==> src/rtl/shift_reg_seq_ctrl_if.sv <==
// Word-in / serial-out port bundle between a word source and the shift-register sequencer.
interface shift_reg_seq_ctrl_if #(parameter int WIDTH = 8);
  logic             s_valid;
  logic             s_ready;
  logic [WIDTH-1:0] s_data;
  logic             abort;
  logic             shift_en;
  logic             shift_in;
  logic [WIDTH-1:0] shift_q;
  logic             busy;
  logic             done;
  logic             err;

  modport master (output s_valid, s_data, abort, shift_q,
                  input  s_ready, shift_en, shift_in, busy, done, err);
  modport slave  (input  s_valid, s_data, abort, shift_q,
                  output s_ready, shift_en, shift_in, busy, done, err);
endinterface

==> src/rtl/shift_reg_seq_ctrl.sv <==
// Serialises accepted words MSB-first into an external serial-in shift register.
// SRC_VERIFY_EN adds a CHECK cycle that compares the register read-back against the word.
module shift_reg_seq_ctrl #(
  parameter int WIDTH      = 8,
  parameter int GAP_CYCLES = 0
) (
  input logic                 clk,
  input logic                 reset,
  shift_reg_seq_ctrl_if.slave bus
);
  localparam int CW = $clog2(WIDTH + 1);
  localparam int IW = $clog2(WIDTH);
  localparam int GW = (GAP_CYCLES > 0) ? $clog2(GAP_CYCLES + 1) : 1;

  typedef enum logic [1:0] {IDLE, SHIFT, CHECK, GAP} state_t;

  state_t           state_q, state_d;
  logic [CW-1:0]    cnt_q, cnt_d;
  logic [GW-1:0]    gcnt_q, gcnt_d;
  logic [WIDTH-1:0] hold_q, hold_d;
  logic             s_ready_q, s_ready_d;
  logic             shift_en_q, shift_en_d;
  logic             shift_in_q, shift_in_d;
  logic             busy_q, busy_d;
  logic             done_q, done_d;
  logic             err_q, err_d;
  logic [IW-1:0]    idx;

  always_ff @(posedge clk) begin
    if (reset) begin
      state_q    <= IDLE;
      cnt_q      <= '0;
      gcnt_q     <= '0;
      hold_q     <= '0;
      s_ready_q  <= 1'b0;
      shift_en_q <= 1'b0;
      shift_in_q <= 1'b0;
      busy_q     <= 1'b0;
      done_q     <= 1'b0;
      err_q      <= 1'b0;
    end else begin
      state_q    <= state_d;
      cnt_q      <= cnt_d;
      gcnt_q     <= gcnt_d;
      hold_q     <= hold_d;
      s_ready_q  <= s_ready_d;
      shift_en_q <= shift_en_d;
      shift_in_q <= shift_in_d;
      busy_q     <= busy_d;
      done_q     <= done_d;
      err_q      <= err_d;
    end
  end

  // cnt_q counts bits already presented; it selects the next bit to drive
  assign idx = IW'(WIDTH - 1 - int'(cnt_q));

  always_comb begin
    state_d    = state_q;
    cnt_d      = cnt_q;
    gcnt_d     = gcnt_q;
    hold_d     = hold_q;
    s_ready_d  = 1'b0;
    shift_en_d = 1'b0;
    shift_in_d = 1'b0;
    done_d     = 1'b0;
    err_d      = 1'b0;
    case (state_q)
      IDLE: begin
        s_ready_d = 1'b1;
        if (bus.s_valid && s_ready_q) begin
          hold_d     = bus.s_data;
          state_d    = SHIFT;
          cnt_d      = CW'(1);
          shift_en_d = 1'b1;
          shift_in_d = bus.s_data[WIDTH-1];
          s_ready_d  = 1'b0;
        end
      end
      SHIFT: begin
        if (bus.abort) begin
          state_d   = IDLE;
          cnt_d     = '0;
          s_ready_d = 1'b1;
        end else if (cnt_q == CW'(WIDTH)) begin
          cnt_d = '0;
`ifdef SRC_VERIFY_EN
          state_d = CHECK;
`else
          done_d = 1'b1;
          if (GAP_CYCLES > 0) begin
            state_d = GAP;
            gcnt_d  = GW'(GAP_CYCLES);
          end else begin
            state_d   = IDLE;
            s_ready_d = 1'b1;
          end
`endif
        end else begin
          shift_en_d = 1'b1;
          shift_in_d = hold_q[idx];
          cnt_d      = cnt_q + CW'(1);
        end
      end
`ifdef SRC_VERIFY_EN
      CHECK: begin
        if (bus.abort) begin
          state_d   = IDLE;
          s_ready_d = 1'b1;
        end else begin
          done_d = 1'b1;
          err_d  = (bus.shift_q != hold_q);
          if (GAP_CYCLES > 0) begin
            state_d = GAP;
            gcnt_d  = GW'(GAP_CYCLES);
          end else begin
            state_d   = IDLE;
            s_ready_d = 1'b1;
          end
        end
      end
`endif
      GAP: begin
        // done cycle plus GAP_CYCLES quiet cycles before accepting again
        if (gcnt_q == '0) begin
          state_d   = IDLE;
          s_ready_d = 1'b1;
        end else begin
          gcnt_d = gcnt_q - GW'(1);
        end
      end
      default: state_d = IDLE;
    endcase
    busy_d = (state_d != IDLE);
  end

`ifndef SRC_VERIFY_EN
  logic unused_shift_q;
  assign unused_shift_q = ^bus.shift_q;
`endif

  assign bus.s_ready  = s_ready_q;
  assign bus.shift_en = shift_en_q;
  assign bus.shift_in = shift_in_q;
  assign bus.busy     = busy_q;
  assign bus.done     = done_q;
  assign bus.err      = err_q;
endmodule

==> src/flat_wrapper.sv <==
// flat-port wrapper written by rule: the top's interface ports become plain ports
module shift_reg_seq_ctrl_flat 
#(
  parameter int WIDTH      = 8,
  parameter int GAP_CYCLES = 0
)
  (clk, reset, bus_s_valid, bus_s_data, bus_abort, bus_shift_q, bus_s_ready, bus_shift_en, bus_shift_in, bus_busy, bus_done, bus_err);
  shift_reg_seq_ctrl_if #(.WIDTH(WIDTH)) bus_i ();
  input logic clk;
  input logic reset;
  input wire logic [$bits(bus_i.s_valid)-1:0] bus_s_valid;
  input wire logic [$bits(bus_i.s_data)-1:0] bus_s_data;
  input wire logic [$bits(bus_i.abort)-1:0] bus_abort;
  input wire logic [$bits(bus_i.shift_q)-1:0] bus_shift_q;
  output wire logic [$bits(bus_i.s_ready)-1:0] bus_s_ready;
  output wire logic [$bits(bus_i.shift_en)-1:0] bus_shift_en;
  output wire logic [$bits(bus_i.shift_in)-1:0] bus_shift_in;
  output wire logic [$bits(bus_i.busy)-1:0] bus_busy;
  output wire logic [$bits(bus_i.done)-1:0] bus_done;
  output wire logic [$bits(bus_i.err)-1:0] bus_err;
  assign bus_i.s_valid = bus_s_valid;
  assign bus_i.s_data = bus_s_data;
  assign bus_i.abort = bus_abort;
  assign bus_i.shift_q = bus_shift_q;
  assign bus_s_ready = bus_i.s_ready;
  assign bus_shift_en = bus_i.shift_en;
  assign bus_shift_in = bus_i.shift_in;
  assign bus_busy = bus_i.busy;
  assign bus_done = bus_i.done;
  assign bus_err = bus_i.err;
  shift_reg_seq_ctrl #(.WIDTH(WIDTH), .GAP_CYCLES(GAP_CYCLES)) u_core (.clk(clk), .reset(reset), .bus(bus_i));
endmodule
==> config.mk <==
export PLATFORM = sky130hd
export DESIGN_NAME = shift_reg_seq_ctrl_flat
export DESIGN_NICKNAME = d
export VERILOG_FILES = /design/src/rtl/shift_reg_seq_ctrl_if.sv /design/src/rtl/shift_reg_seq_ctrl.sv /design/src/flat_wrapper.sv
export SDC_FILE = /design/constraint.sdc
export NUM_CORES = 1
export LEC_CHECK = 0
export CORE_ASPECT_RATIO = 1.4
export CORE_MARGIN = 8
export CORE_UTILIZATION = 25
export DETAILED_ROUTE_END_ITERATION = 8
export GPL_TIMING_DRIVEN = 0
export HOLD_SLACK_MARGIN = 0.08
export MAX_ROUTING_LAYER = met4
export PLACE_DENSITY_LB_ADDON = 0.25
export SLEW_MARGIN = 10
export SYNTH_ARGS = -nofsm -noshare
export SYNTH_HDL_FRONTEND = slang
export SYNTH_SLANG_ARGS = --single-unit
==> constraint.sdc <==
create_clock -name clk -period 1.5 [get_ports clk]
set_input_delay 0.3 -clock clk [delete_from_list [all_inputs] [get_ports clk]]
set_output_delay 0.3 -clock clk [all_outputs]
set_load 0.01 [all_outputs]
Yosys cells after proc, flatten, opt, wreduce, memory -nomap -nowiden. Cells that the tools add are included.

Bits in registers: 20. Bits of input ports: 20. Output and inout port bits: 6.

Add/subtract/negate cells: 3. Order comparisons: 1. Eq/ne operators: 4. Muxes and demuxes: 25. Bitwise gates (word level): 1. Reduce and logical (&&, ||, !) cells: 7.

Operator list (number): 1-bit two-way mux (12); 4-bit two-way mux (3); 2-bit two-way mux (4); 4-bit case mux with 2 select lines (1); 2-bit case mux with 3 select lines (1); 4-bit by 1-bit adder with 4-bit output (second input constant) (1); 4-bit equality test (second input constant) (1); 3-bit by 4-bit < comparator with 1-bit output (second input constant) (1); 1-bit case mux with 2 select lines (2); 2-bit AND reduction (2); 2-bit nonzero test (2); 1-bit binary-select mux with 3-bit select (1); 1-bit case mux with 3 select lines (1); 3-bit OR reduction (1); 3-bit subtractor (first input constant) (1); 2-bit by 1-bit equality test with 1-bit output (second input constant) (1); 2-bit equality test (second input constant) (1); 2-bit zero test (1); 2-bit by 1-bit != test with 1-bit output (second input constant) (1); 1-bit logical AND (1); 1-bit NOT (1); 1-bit subtractor (second input constant) (1).

Longest topological paths before layout. Gate-level depths: netlist of run 1.

Depth in word-level cells: 6. Gate-level depth with buffers: 5. Mapped depth without buffers: 5.

Worst setup path after synthesis of run 1. Ideal clock, no wire load.

Path kind: flip-flop to flip-flop. Start point: register u_core.cnt_q[0]. End point: register u_core.shift_in_q, in the netlist u_core.bus.shift_in. Data arrival time: 1.314 ns. Slack: 0.083 ns. Stages on the path, launching flop included: 6. Clock period less this slack: 1.417 ns. Cell sequence: dfxtp_1 > inv_1 > ha_1 > nand3b_1 > o211ai_1 > a2111oi_2.

Longest elaborated chain between the ends: 6. Elaborated cells between the ends (all ways): 7. Those cells by class: add/sub: 1; eq/ne: 1; mux: 5.

Ends and longest elaborated chain: start, declared (line shift_reg_seq_ctrl.sv:18) `logic [CW-1:0] cnt_q, cnt_d;`; start signal, assigned (line shift_reg_seq_ctrl.sv:43) `cnt_q <= cnt_d;`; 3-bit subtractor (line shift_reg_seq_ctrl.sv:56) `assign idx = IW'(WIDTH - 1 - int'(cnt_q));`; 1-bit binary-select mux with 3-bit select (line shift_reg_seq_ctrl.sv:101) `shift_in_d = hold_q[idx];`; 1-bit two-way mux (implied by the code) (line shift_reg_seq_ctrl.sv:101); 1-bit two-way mux * (line shift_reg_seq_ctrl.sv:85) `end else if (cnt_q == CW'(WIDTH)) begin`; 1-bit two-way mux * (line shift_reg_seq_ctrl.sv:81) `if (bus.abort) begin`; 1-bit case mux with 2 select lines * (line shift_reg_seq_ctrl.sv:68) `case (state_q)`; end signal, assigned (line shift_reg_seq_ctrl.sv:48) `shift_in_q <= shift_in_d;`; end, declared (line shift_reg_seq_ctrl.sv:23) `logic shift_in_q, shift_in_d;`.

Every way passes the cells marked *; elsewhere a longest branch is shown, timed or not. The select of a mux whose other input is x is not followed. A chain may end at the register's enable or synchronous reset.

Worst setup path after layout of run 1.
Start point: input bus_abort. End point: register u_core.shift_in_q, in the netlist u_core.bus.shift_in.

Longest elaborated chain between the ends: 2.

Ends and longest elaborated chain: start, declared (line flat_wrapper.sv:13) `input wire logic [$bits(bus_i.abort)-1:0] bus_abort;`; 1-bit two-way mux (line shift_reg_seq_ctrl.sv:81); 1-bit case mux with 2 select lines (line shift_reg_seq_ctrl.sv:68).

Every way passes these cells.

==> results of run 1 <==
-- flip-flops by register name, indices dropped and copies added, names as in the netlist --
signal / flops
u_core.bus.busy: 1
u_core.bus.done: 1
u_core.bus.s_ready: 1
u_core.bus.shift_en: 1
u_core.bus.shift_in: 1
u_core.cnt_q: 4
u_core.hold_q: 8
u_core.state_q: 2
-- per-layer routing --
layer,vias up,routed length (um)
met1,330,827
met2,14,1070
met5,-,0
li1,351,-
met3,5,44
met4,0,48
-- how the worst min path moves through the flow --
stage | cells after the start | end | slack [ns]
after floorplan | 1 | u_core.bus.done$_SDFF_PP0_ | 0.38
after global placement | 2 | u_core.hold_q[2]$_SDFFE_PP0P_ | 0.44
after detailed placement | 2 | u_core.hold_q[2]$_SDFFE_PP0P_ | 0.45
after CTS | 2 | u_core.hold_q[2]$_SDFFE_PP0P_ | 0.46
after global routing | 2 | u_core.hold_q[2]$_SDFFE_PP0P_ | 0.49
final | 2 | u_core.hold_q[2]$_SDFFE_PP0P_ | 0.46
-- worst max-delay path, stage by stage --
cell and delay (ns):
clkdlybuf4s50_1 0.47, nor3b_4 0.32, o211ai_1 0.17, a2111oi_2 0.36
-- timing repair --
item	4_1_cts	5_1_grt
buffers inserted	5	2
gates resized for setup	2	6
pin swaps	1	1
setup endpoints to repair	2	7
-- where the power goes --
group | switching [uW] | leakage (uW) | internal, uW | total (uW)
clock network | 171 | 0.0000255 | 185 | 355
registers | 9.39 | 0.000155 | 514 | 523
logic | 33.8 | 0.000240 | 45.3 | 79.0
total | 214 | 0.000421 | 744 | 958
-- area by class of cell --
type	instances	area, sq um	share of cell area
inverter	3	11.3	0.00998
multi-input combinational	58	400	0.355
buffer	5	31.3	0.0277
tap	39	48.8	0.0432
timing repair buffer	22	205	0.182
clock inverter	1	5.00	0.00443
sequential	19	385	0.341
clock buffer	3	41.3	0.0366
-- stage by stage --
| step | setup WS, ns | hold WS (ns) | util | instances |
|---|---|---|---|---|
| floorplan | 0.0828 | 0.379 | - | 85 |
| global placement | -0.295 | 0.441 | 0.325 | 139 |
| detailed placement | -0.309 | 0.446 | 0.325 | 139 |
| CTS | 0.00782 | 0.462 | 0.354 | 148 |
| global route | -0.0486 | 0.488 | 0.365 | 150 |
| finish | 0.0333 | 0.458 | 0.365 | 150 |
-- layout by cell type (no fill, tap or decap), types with 2 or more instances in the layout --
| master | count |
|---|---|
| nand2_1 | 17 |
| dfxtp_1 | 17 |
| clkdlybuf4s50_1 | 14 |
| a21oi_1 | 10 |
| buf_4 | 8 |
| nor2_1 | 5 |
| inv_1 | 3 |
| clkbuf_8 | 3 |
| mux4_1 | 2 |
| nand3b_1 | 2 |
| a211oi_1 | 2 |
| ha_1 | 2 |
| conb_1 | 2 |
-- logic make-up after synthesis --
family / after synthesis / synth area share
AND/OR/NAND/NOR: 30 / 0.196
AO/OA/AOI/OAI: 22 / 0.184
flip-flops: 19 / 0.474
buffers and inverters: 8 / 0.0452
multiplexers: 2 / 0.0654
adder cells (fa/ha/maj): 2 / 0.0311
other: 1 / 0.00467
==> out/metrics.yaml, run 1 <==
outcome:
  status: "completed"
detailed_routing:
  totalWireLength_um: 1990
  ant_nets: 0
  wl_per_cell_um: 13.3
  drt_iter0_drc: 16
  drc: 0
  first_pass_iters: 4
  via_per_inst: 4.67
  vias: 700
placed_design:
  numPortBuffers: 15
  dp_hpwl_um: 1390
  placed_area_sq_um: 1010
  gp_congestion: 0.800
die:
  die-area_sq_um: 5310
  std_cell_rows: 24
  core_sq_um: 3090
  initial_core_util: 0.260
  io_pins: 26
  die_w_um: 63.9
  die_h_um: 83.1
global_route:
  grt.total_usage: 0.0753
  grt.busiest_layer: "met2"
  use_met3: 0.0108
  grt_max_degree: 12
  grt_pass1_vias: 742
  grt_pass1_wl_um: 3200
  use_met2: 0.132
  overflow: 0
  use_met1: 0.0745
  antenna_found_initial: 0
layout:
  area_growth_syn_to_layout_pct: 40.5
  nFillCells: 342
  drive_above_1_share: 0.180
  antenna_cells: 0
  nets: 134
  final_area_sq_um: 1130
cts:
  clock_tree.htree_level_count: 1
  clk_pin_slew_ns: 0.08
  cts_buffer_depth: 2
  numCtsBuffers: 3
  holdBufCountCts: 0
  clock-sinks: 19
  cts_tree: "yes"
  root_buffer: "clkbuf_8"
  clock_latency_ns: 0.26
yosys:
  synthesis.instances: 84
  async_reset_ff_frac: 0
  synth_warnings: 0
  ys_seq_area_frac: 0.474
  ys_top_cells_by_area: "dfxtp_1 (47%), nand2_1 (7.9%), a21oi_1 (6.9%)"
  synthDistinctLibCells: 28
  synth_most_common_cell: "dfxtp_1"
  synth-seq-cells: 19
  synth_flop_cell: "dfxtp_1"
  yosys-top-cells-count: "dfxtp_1 (19), nand2_1 (17), a21oi_1 (11), nor2_1 (5), inv_1 (3)"
  synth_top_cell_by_area: "dfxtp_1"
  syn_area_per_cell_sq_um: 9.56
  synth_area_sq_um: 803
  synth_edf_count: 0
  synth_top_area_share: 0.474
critical_path:
  r2r-end: "u_core.bus.shift_in$_SDFF_PP0_"
  endpoint: "u_core.bus.shift_in$_SDFF_PP0_"
  crit_path_end_kind: "register"
  critPathLaunch: "bus_abort"
  crit_type: "in2reg"
  critPathMaxFanout: 6
  worst-endpoint-required_ns: 1.65
  crit-reg2reg-launch: "u_core.cnt_q[0]$_SDFFE_PP0P_"
  r2r_cells: 3
  reg2reg_slack_ns: 0.06
  arrival_ns: 1.62
  start_kind: "primary input"
pwr:
  p_leak_uw: 0.000421
  ir_drop_mv: 0.282
  powerDensity_nw_per_um2: 848
  p_total_uw: 958
sta:
  fmaxAchievable_mhz: 682
  min_period_over_period: 0.978
  rsz0062_at_grt: "yes"
  fin_skew_ns: 0.00839
  drv_slew: 0
  hold_viol: 0
  finalSetupTns_ns: 0
  finalSetupViolations: 0
  fin_crit_ns: 1.47
min_path:
  min_from: "u_core.hold_q[2]$_SDFFE_PP0P_"
  worst_hold_path_type: "reg2reg"
run:
  drv_cap: 0
Power figures use the tool's default switching activity.
==> inputs of run 2 (changes only) <==
- GPL_TIMING_DRIVEN: 0 -> default
==> run 2 against run 1 <==
Net effect: flip-flop and latch count is the same; critical endpoint unchanged; first-iteration DRC count down 25%; clock skew down 0.0055 ns; worst hold slack worse by 0.00097 ns; highest routed layer unchanged; die area did not move; setup slack gained 0.040 ns.
==> out/metrics.yaml, run 2 (synthesized netlist as in run 1, its figures left out) <==
outcome:
  status: "completed"  # unchanged
pwr:
  p_leak_uw: 0.000432  # was 0.000421 uW
  internal_power_uw: 752  # was 744 uW
  p_sw_frac: 0.226  # was 0.223
  p_switching_uw: 220  # was 214 uW
  ir_drop_mv: 0.338  # was 0.282 mV
  pwr-share-seq: 0.539  # was 0.546
  pwr-share-clk: 0.372  # was 0.371
  powerDensity_nw_per_um2: 849  # was 848 nW/um^2
  combinationalPowerShare: 0.089  # was 0.083
detailed_routing:
  drc: 0  # unchanged
  vias: 721  # was 700
  totalWireLength_um: 1970  # was 1990 um
  drt_iter0_drc: 12  # was 16
  ant_nets: 0  # unchanged
  via_per_inst: 4.74  # was 4.67
  wl_per_cell_um: 12.9  # was 13.3 um
  first_pass_iters: 2  # was 4
critical_path:
  arrival_ns: 1.57  # was 1.62 ns
  reg2reg_slack_ns: 0.07  # was 0.06 ns
  crit_type: "reg2reg"  # was in2reg
  crit-reg2reg-launch: "u_core.cnt_q[1]$_SDFFE_PP0P_"  # was u_core.cnt_q[0]$_SDFFE_PP0P_
  crit_path_end_kind: "register"  # unchanged
  r2r_cells: 3  # unchanged
  r2r-end: "u_core.bus.shift_in$_SDFF_PP0_"  # unchanged
  critPathMaxFanout: 6  # unchanged
  critPathSlowestCell: "mux4_1"  # was clkdlybuf4s50_1
  critPathLaunch: "u_core.cnt_q[1]$_SDFFE_PP0P_"  # was bus_abort
  worst-endpoint-required_ns: 1.64  # was 1.65 ns
  worstPathCellList: "mux4_1 -> o211ai_1 -> a2111oi_2"  # was clkdlybuf4s50_1 -> nor3b_4 -> o211ai_1 -> a2111oi_2
  slowest_delay_ns: 0.57  # was 0.47 ns
  start_kind: "register"  # was primary input
layout:
  antenna_cells: 0  # unchanged
  drive_above_1_share: 0.204  # was 0.180
  layout_common_cells: "nand2_1 (17), dfxtp_1 (17), clkdlybuf4s50_1 (15)"  # was nand2_1 (17), dfxtp_1 (17), clkdlybuf4s50_1 (14)
  nets: 136  # was 134
  top_regs: "u_core.hold_q x8, u_core.cnt_q x4, u_core.state_q x2"  # unchanged
  regMostFlops: "u_core.hold_q"  # unchanged
  area_growth_syn_to_layout_pct: 42.5  # was 40.5%
  largest_reg_flops: 8  # unchanged
  nFillCells: 323  # was 342
cts:
  cts_tree: "yes"  # unchanged
  clock-sinks: 19  # unchanged
  cts_buffer_depth: 2  # unchanged
  numCtsBuffers: 3  # unchanged
  clock_latency_ns: 0.26  # about the same
  root_buffer: "clkbuf_8"  # unchanged
  clock_tree.htree_level_count: 1  # unchanged
  clk_pin_slew_ns: 0.07  # was 0.08 ns
  holdBufCountCts: 0  # unchanged
die:
  initial_core_util: 0.260  # unchanged
  io_pins: 26  # unchanged
  core_sq_um: 3090  # unchanged
  die-area_sq_um: 5310  # unchanged
  die_w_um: 63.9  # unchanged
  std_cell_rows: 24  # unchanged
  die_h_um: 83.1  # unchanged
sta:
  fin_skew_ns: 0.00286  # was 0.00839 ns
  rsz0062_at_grt: "no"  # was yes
  hold_viol: 0  # unchanged
  finalSetupViolations: 0  # unchanged
  fin_crit_ns: 1.43  # was 1.47 ns
  min_period_over_period: 0.951  # was 0.978
  fmaxAchievable_mhz: 701  # was 682 MHz
  drv_slew: 0  # unchanged
  finalWorstSetupSlack_ns: 0.0734  # was 0.0333 ns
  holdWs_ns: 0.457  # was 0.458 ns
global_route:
  overflow: 0  # unchanged
  antenna_found_initial: 0  # unchanged
  grt_pass1_wl_um: 3270  # was 3200 um
  grt_pass1_vias: 793  # was 742
  grt_max_degree: 12  # unchanged
  grt.total_usage: 0.0781  # was 0.0753
placed_design:
  dp_hpwl_um: 1520  # was 1390 um
  pre_cts_slack_ns: -0.162  # was -0.309 ns
  numPortBuffers: 16  # was 15
  gp_congestion: 0.743  # was 0.800
run:
  drv_cap: 0  # unchanged
min_path:
  worstHoldPathCells: 2  # unchanged
  min_to: "u_core.hold_q[3]$_SDFFE_PP0P_"  # was u_core.hold_q[2]$_SDFFE_PP0P_
  worst_hold_path_type: "reg2reg"  # unchanged
  min_from: "u_core.hold_q[3]$_SDFFE_PP0P_"  # was u_core.hold_q[2]$_SDFFE_PP0P_
[run 2: metrics by stage]
stage                     total power (uW)  utilization  std cells  setup TNS, ns  cell area, sq um
final                                  972        0.370        152              0              1140
after global routing                  1010        0.370        152              0              1140
after CTS                              984        0.367        152              0              1130
after detailed placement               622        0.352        148          -1.18              1090
after global placement                 621        0.352        148         -0.883              1090
after floorplan                        568            -         85              0               807
[run 2: how the worst max path moves through the flow]
stage | endpoint | slack (ns) | cells past startpoint
after floorplan | u_core.bus.shift_in$_SDFF_PP0_ | 0.08 | 5
after global routing | u_core.cnt_q[3]$_SDFFE_PP0P_ | 0.01 | 5
after global placement | u_core.bus.shift_in$_SDFF_PP0_ | -0.14 | 4
final | u_core.bus.shift_in$_SDFF_PP0_ | 0.07 | 3
after CTS | bus_s_ready | 0.008 | 1
after detailed placement | u_core.cnt_q[3]$_SDFFE_PP0P_ | -0.16 | 5
[run 2: worst max-delay path, delay by kind of cell (launching register included)]
kind | cells | cell delay (ns)
flip-flops | 1 | 0.40
multiplexers | 1 | 0.57
AO/OA/AOI/OAI | 2 | 0.34
[run 2: power groups by stage]
stage               Clock [uW]  Combinational, uW  Sequential [uW]
finish                     362               86.4              524
global route               389               94.2              525
CTS                        373               87.1              524
detailed placement           0               86.7              536
global placement             0               86.1              535
floorplan                    0               32.6              535
[run 2: routing by layer]
metal / part of all wire / vias up / track usage
li1: - / 359 / -
met1: 0.39 / 341 / 0.0661
met2: 0.54 / 16 / 0.142
met3: 0.039 / 5 / 0.0148
met4: 0.033 / 0 / 0.0631
met5: 0 / - / -
[run 2: final cells by class]
cell class / instances / area (sq um) / share of cell area
Multi-Input combinational cell: 58 / 395 / 0.345
Sequential cell: 19 / 383 / 0.334
Timing Repair Buffer: 29 / 260 / 0.227
Tap cell: 39 / 48.8 / 0.0426
Clock buffer: 3 / 41.3 / 0.0361
Inverter: 3 / 11.3 / 0.00984
Clock inverter: 1 / 5.00 / 0.00437
[run 2: repair_timing]
| item | 4_1_cts | 5_1_grt |
|---|---|---|
| hold endpoints to repair | 0 | 0 |
| setup endpoints to repair | 0 | 4 |
| gates resized for setup | 0 | 5 |
| buffers inserted | 0 | 0 |
